===== config.mk =====
export PLATFORM = sky130hd
export DESIGN_NAME = seg_scan_scheduler
export DESIGN_NICKNAME = d
export VERILOG_FILES = /design/src/rtl/seg_scan_scheduler.sv
export SDC_FILE = /design/constraint.sdc
export NUM_CORES = 1
export LEC_CHECK = 0
export BUFFER_PORTS_ARGS = -buffer_cell sky130_fd_sc_hd__buf_2
export CORE_UTILIZATION = 52
export DETAILED_ROUTE_END_ITERATION = 10
export GPL_TIMING_DRIVEN = 0
export PLACE_DENSITY = 0.86
export SETUP_SLACK_MARGIN = 0.05
export SYNTH_ARGS = -nofsm -noshare
export SYNTH_HDL_FRONTEND = slang
export SYNTH_SLANG_ARGS = --single-unit

===== constraint.sdc =====
create_clock -name clk -period 2.1 [get_ports clk]
set_input_delay 0 -clock clk [delete_from_list [all_inputs] [get_ports clk]]
set_output_delay 0 -clock clk [all_outputs]
set_load 0.005 [all_outputs]

===== src/rtl/seg_scan_scheduler.sv =====
// Four-digit 7-segment scan driver with a two-requester round-robin digit write port.
module seg_scan_scheduler #(
  parameter int unsigned CLK_DIV      = 1048576,
  parameter int unsigned BLANK_CYCLES = 16
) (
  input  logic       clk,
  input  logic       rst,
  input  logic       req_a,
  input  logic       req_b,
  input  logic [1:0] idx_a,
  input  logic [1:0] idx_b,
  input  logic [3:0] val_a,
  input  logic [3:0] val_b,
  output logic       gnt_a,
  output logic       gnt_b,
  input  logic       blank,
  output logic [6:0] seg,
  output logic [3:0] an,
  output logic       tick
);

  localparam int unsigned CNT_MAX = (CLK_DIV > BLANK_CYCLES) ? CLK_DIV : BLANK_CYCLES;
  localparam int unsigned CNT_W   = (CNT_MAX > 1) ? $clog2(CNT_MAX) : 1;
  localparam logic [CNT_W-1:0] SHOW_LAST  = CNT_W'(CLK_DIV - 1);
  localparam logic [CNT_W-1:0] BLANK_LAST = CNT_W'(BLANK_CYCLES - 1);

  typedef enum logic {SHOW, BLANK} state_t;

  state_t           state_q, state_d;
  logic [CNT_W-1:0] cnt_q, cnt_d;
  logic [1:0]       ptr_q, ptr_d;
  logic [3:0]       d_q [4];
  logic [3:0]       d_d [4];
  logic             prio_q, prio_d;  // 0 = A has priority, 1 = B
  logic [6:0]       seg_q, seg_d;
  logic [3:0]       an_q, an_d;
  logic             tick_q, tick_d;

  // Hex digit to segment pattern, bit0 = segment a.
  function automatic logic [6:0] enc(input logic [3:0] v);
    case (v)
      4'h0: enc = 7'h3F;  4'h1: enc = 7'h06;  4'h2: enc = 7'h5B;  4'h3: enc = 7'h4F;
      4'h4: enc = 7'h66;  4'h5: enc = 7'h6D;  4'h6: enc = 7'h7D;  4'h7: enc = 7'h07;
      4'h8: enc = 7'h7F;  4'h9: enc = 7'h6F;  4'hA: enc = 7'h77;  4'hB: enc = 7'h7C;
      4'hC: enc = 7'h39;  4'hD: enc = 7'h5E;  4'hE: enc = 7'h79;  default: enc = 7'h71;
    endcase
  endfunction

  // Grant arbitration: lone requester wins, contention resolved by priority; nothing during reset.
  always_comb begin
    gnt_a = 1'b0;
    gnt_b = 1'b0;
    if (!rst) begin
      gnt_a = req_a && (!req_b || !prio_q);
      gnt_b = req_b && (!req_a ||  prio_q);
    end
  end

  // Next-state: scan timing, digit writes, priority rotation and registered outputs.
  always_comb begin
    state_d = state_q;
    cnt_d   = cnt_q + CNT_W'(1);
    ptr_d   = ptr_q;
    tick_d  = 1'b0;
    prio_d  = prio_q;
    for (int i = 0; i < 4; i++) d_d[i] = d_q[i];

    case (state_q)
      SHOW: begin
        if (cnt_q == SHOW_LAST) begin
          state_d = BLANK;
          cnt_d   = '0;
          tick_d  = 1'b1;
        end
      end
      default: begin
        if (cnt_q == BLANK_LAST) begin
          state_d = SHOW;
          cnt_d   = '0;
          ptr_d   = 2'(ptr_q + 2'd1);
        end
      end
    endcase

    if (gnt_a) begin
      d_d[idx_a] = val_a;
      prio_d     = 1'b1;
    end else if (gnt_b) begin
      d_d[idx_b] = val_b;
      prio_d     = 1'b0;
    end

    an_d  = (state_q == SHOW) ? 4'(4'b0001 << ptr_q) : 4'b0000;
    seg_d = (state_q == SHOW && !blank) ? enc(d_q[ptr_q]) : 7'h00;
  end

  // State register with synchronous reset.
  always_ff @(posedge clk) begin
    if (rst) begin
      state_q <= SHOW;
      cnt_q   <= '0;
      ptr_q   <= '0;
      prio_q  <= 1'b0;
      seg_q   <= '0;
      an_q    <= '0;
      tick_q  <= 1'b0;
      for (int i = 0; i < 4; i++) d_q[i] <= '0;
    end else begin
      state_q <= state_d;
      cnt_q   <= cnt_d;
      ptr_q   <= ptr_d;
      prio_q  <= prio_d;
      seg_q   <= seg_d;
      an_q    <= an_d;
      tick_q  <= tick_d;
      for (int i = 0; i < 4; i++) d_q[i] <= d_d[i];
    end
  end

  assign seg  = seg_q;
  assign an   = an_q;
  assign tick = tick_q;

endmodule


Word-level counts from Yosys, hierarchy flattened
Memories as Yosys holds them, arrays and structs flattened. A register that Yosys moved wholly into a read port is not among the register bits. Index checks and enable logic that the tools add are counted.

Bits in read-only memories: 112. RAM bits: 16. Memories: 2. Logic and storage cells: 67. Output and inout bits: 14. Flip-flop bits (word level): 29.

Memory list: (name not given) (words 16, bits a word 7, rd ports 1, clocked after memory_dff 1, write ports 0, line 41) `case (v)`; d_q (words 4, bits a word 4, rd ports 5, clocked after memory_dff 1, write ports 4, line 32) `logic [3:0] d_q [4];`.

$lt $le $gt $ge: 4. Muxes and demuxes: 27. Add/subtract/negate cells: 2. Reductions and logical operators: 15. Equal/unequal tests: 2. Shifts and indexed selects: 1. Bitwise operators: 8.

Operator list (count): $mux 20 (3); $bwmux 16 (2); $mux 16 (2); $mux 4 (6); $add 20x1->20 const B (1); $eq 20x20->1 const B (1); $eq 20x4->1 const B (1); $demux 4 s2 (2); $mux 1 (10); $ge 3x3->1 const B (2); $lt 3x1->1 const B (2); $not 2->3 (2); $logic_and 1x1->1 (5); $logic_not 1->1 (4); $mux 2 (2); $or 1x1->1 (4); $reduce_or 2->1 (2); $shl 1x2->4 const A (1); $add 2x1->2 const B (1); $logic_or 1x1->1 (2); $not 1->1 (2); $reduce_and 2->1 (1); $reduce_bool 2->1 (1).

Logic depth before layout (Yosys ltp)
Depth after elaboration: 9. Mapped depth: 8. Mapped depth without buffers: 6.

Worst setup path before layout
No wires, ideal clock.

Path type: reg-to-reg. Start: register with a tool-made name. End: register seg_q[3], in the netlist seg[3]. Setup slack: 158 ps. Arrival: 1877 ps. Stages on the path, launching flop included: 7. Clock period less this slack: 1942 ps. Path buffers: 0. Cells stage by stage: dfxtp_1 -> mux4_1 -> inv_1 -> ha_1 -> inv_1 -> mux4_2 -> nor2_1.

RTL lines: end, declared (line 35) `logic [6:0] seg_q, seg_d;`.

==> impl_metrics.json <==
{
  "synthAdderAreaFrac_pct": 3.85,
  "first_global_vias": 2003,
  "grt-ovfl-total": 0,
  "cp_slowest_stage_delay_ps": 580,
  "fin_nets": 361,
  "ys_async_sr_fraction_pct": 0,
  "timing.setup.tns_ps": 0,
  "p_leak_nw": 1.17,
  "grt_pass1_wl_microns": 8590,
  "core_sq_um": 4750,
  "htree_levels": 2,
  "yosys_register_bits": 54,
  "endpoint_kind": "flip-flop",
  "synth_top_cells_by_count": "nor2_1, dfxtp_1, and3_1",
  "clock_path_buffers": 2,
  "worst_ep_required_time_ps": 2350,
  "crit_type": "reg2reg",
  "hold_path_end": "d_q[1][1]$_SDFFE_PP0P_",
  "reg2reg_depth": 6,
  "synth_top_area_share_pct": 41.6,
  "track_usage_pct": 20.4,
  "startpoint_type": "flip-flop",
  "first_pass_iters": 4,
  "period_minus_slack_ps": 1920,
  "drc": 0,
  "drv_slew": 0,
  "clk_latency_ps": 300,
  "relSlewSlack_pct": 57.7,
  "synthDistinctLibCells": 38,
  "rsz0062_at_grt": "no",
  "synth_top_area_cell": "dfxtp_1",
  "cts.root.buffer_cell": "clkbuf_8",
  "hpwl_microns": 3790,
  "path_cells": "mux4_2 > inv_1 > ha_1 > inv_1 > mux4_2 > nor2_1",
  "ff2ff_setup_slack_ps": 180,
  "ir_drop_mv": 0.354,
  "pre_cts_ws_ps": 29.2,
  "ys_warn_count": 0,
  "synth_compound_area_share_pct": 14.7,
  "cts_made_buffers": 5,
  "nFillCells": 438,
  "synthMostInstantiatedCell": "nor2_1",
  "diodes": 0,
  "ant_nets": 0,
  "dr_wl_met3_microns": 245,
  "crit_fanout": 5,
  "synth_edf_count": 0,
  "wl_met1_microns": 2480,
  "holdCritPathClass": "in2reg",
  "port_buffers": 28,
  "ys.flop_type": "dfxtp_1",
  "slowest_stage": "mux4_2",
  "finalSetupViolCount": 0,
  "fmax_ghz": 0.520,
  "cap_violations": 0,
  "route.vias.total": 2255,
  "finalHoldViolations": 0,
  "grt_max_degree": 17,
  "worst_slew_pin_slew_ps": 635,
  "rows": 25,
  "met2_length_microns": 2270,
  "syn_area_sq_um": 2600,
  "cts_tree": "done",
  "synth_xor_area_share_pct": 6.74,
  "outcome": "complete, no violations",
  "multiInputGateArea_sq_um": 1420,
  "die_h_microns": 72.7,
  "wl_per_cell_microns": 12.5,
  "hold_depth": 3,
  "avgSynthCellArea_sq_um": 8.78,
  "highest_layer": "met4",
  "start_util_pct": 54.7,
  "yosys.area_share.simple_pct": 24.0,
  "clock-sinks": 54,
  "fp.dieW_microns": 72.7,
  "synth_area_leaders": "dfxtp_1, nor2_1, a211oi_1",
  "synth.yosys.seq_area_share_pct": 41.6,
  "r2r-end": "seg[3]$_SDFF_PP0_",
  "cp_data_arrival_time_ps": 2170,
  "clk_pin_slew_ps": 90,
  "syn-num-nets": 321,
  "wl_microns": 5040,
  "syn_to_final_growth_pct": 14.2,
  "min_period_over_period_pct": 91.6,
  "regArea_sq_um": 1080,
  "drt_iter0_drc": 128,
  "die_area_sq_um": 5290,
  "setup_slack_ps": 176,
  "antenna_found_initial": 0,
  "cellPowerDensity_nw_per_um2": 629,
  "drive_gt1_share_pct": 16.3,
  "muxShareOfSynthArea_pct": 5.00,
  "fin_worst_skew_ps": 7.21,
  "min_from": "val_b[1]",
  "gp_congestion": 0.805,
  "syn-instance-count": 296,
  "synth_top_family_by_area": "simple AND/OR/NAND/NOR gates",
  "vias_per_cell": 5.58,
  "io_pins": 31
}
[sequential cells by signal, indices dropped and copies added (netlist names), named ones only]
name,flops
ptr_q,2
seg,7
prio_q,1
state_q,1
tick,1
an,4
cnt_q,20
d_q,16
[metrics by stage]
stage	power, mW	utilization (%)	instances	instance area, sq um	hold slack (ps)
global placement	1.28	59.4	391	2820	266
floorplan	1.23	-	296	2600	111
finish	1.87	62.4	404	2970	62.5
detailed placement	1.29	59.4	391	2820	263
global route	1.94	62.4	404	2970	84.9
CTS	1.87	62.0	401	2950	62.1
[timing repair]
| action | 4_1_cts | 5_1_grt |
|---|---|---|
| endpoints found under the hold margin | 3 | 0 |
| setup buffers | 0 | 3 |
| gates resized for setup | 2 | 4 |
| pin swaps | 0 | 1 |
| hold buffers | 2 | 0 |
| endpoints found under the setup margin | 10 | 11 |
[critical path, delay by kind of cell (launching register included)]
family | cells | cell delay, ps
mux | 2 | 1030
flops | 1 | 410
buf+inv | 2 | 210
fa+ha+maj | 1 | 140
simple gates | 1 | 90
[kinds of logic after synthesis]
family	count (synthesis)
AND/OR/NAND/NOR	127
XOR/XNOR	20
multiplexers	6
buffers and inverters	24
flip-flops	54
adder cells (fa/ha/maj)	8
AO/OA/AOI/OAI	57
[placed cells by master (no fill, tap or decap), types with 4 or more instances in the layout]
master,count
buf_4,5
clkbuf_1,5
nor3_1,4
ha_1,8
buf_2,31
nor2b_1,4
xnor2_1,11
nand3_1,13
o21ai_0,7
a21oi_1,6
nand2_1,6
a211oi_1,18
xor2_1,9
and3_1,20
clkbuf_8,6
mux4_2,5
inv_1,12
a31oi_1,17
nand4_1,6
nor4_1,4
nor2_1,59
dfxtp_1,53
[layer usage]
metal / vias to the layer above / global-route usage [%]
met3: 5 / 4.70
li1: 1143 / -
met5: - / 0
met4: 0 / 6.54
met2: 82 / 33.1
met1: 1025 / 26.9
[report_power, final]
part	total (mW)	switching (mW)	internal (mW)
Clock	0.588	0.322	0.265
Sequential	1.07	0.0163	1.06
Combinational	0.207	0.119	0.0885
[layout make-up]
cell class / instances / area share (%)
tap: 67 / 2.82
inverter: 13 / 1.64
buffer: 11 / 2.02
multi-input combinational: 218 / 47.7
sequential: 54 / 36.5
clock inverter: 2 / 0.421
clock buffer: 6 / 2.78
timing repair buffer: 33 / 6.15
[worst max path at each step]
| stage | from | endpoint | slack, ps |
|---|---|---|---|
| after floorplan | flip-flop | seg[3]$_SDFF_PP0_ | 160 |
| after global placement | cnt_q[0]$_SDFF_PP0_ | cnt_q[13]$_SDFF_PP0_ | 60 |
| after detailed placement | flip-flop | seg[3]$_SDFF_PP0_ | 30 |
| after CTS | flip-flop | seg[3]$_SDFF_PP0_ | 70 |
| after global routing | flip-flop | seg[3]$_SDFF_PP0_ | 60 |
| final | flip-flop | seg[3]$_SDFF_PP0_ | 180 |
Power figures use the tool's default switching activity.
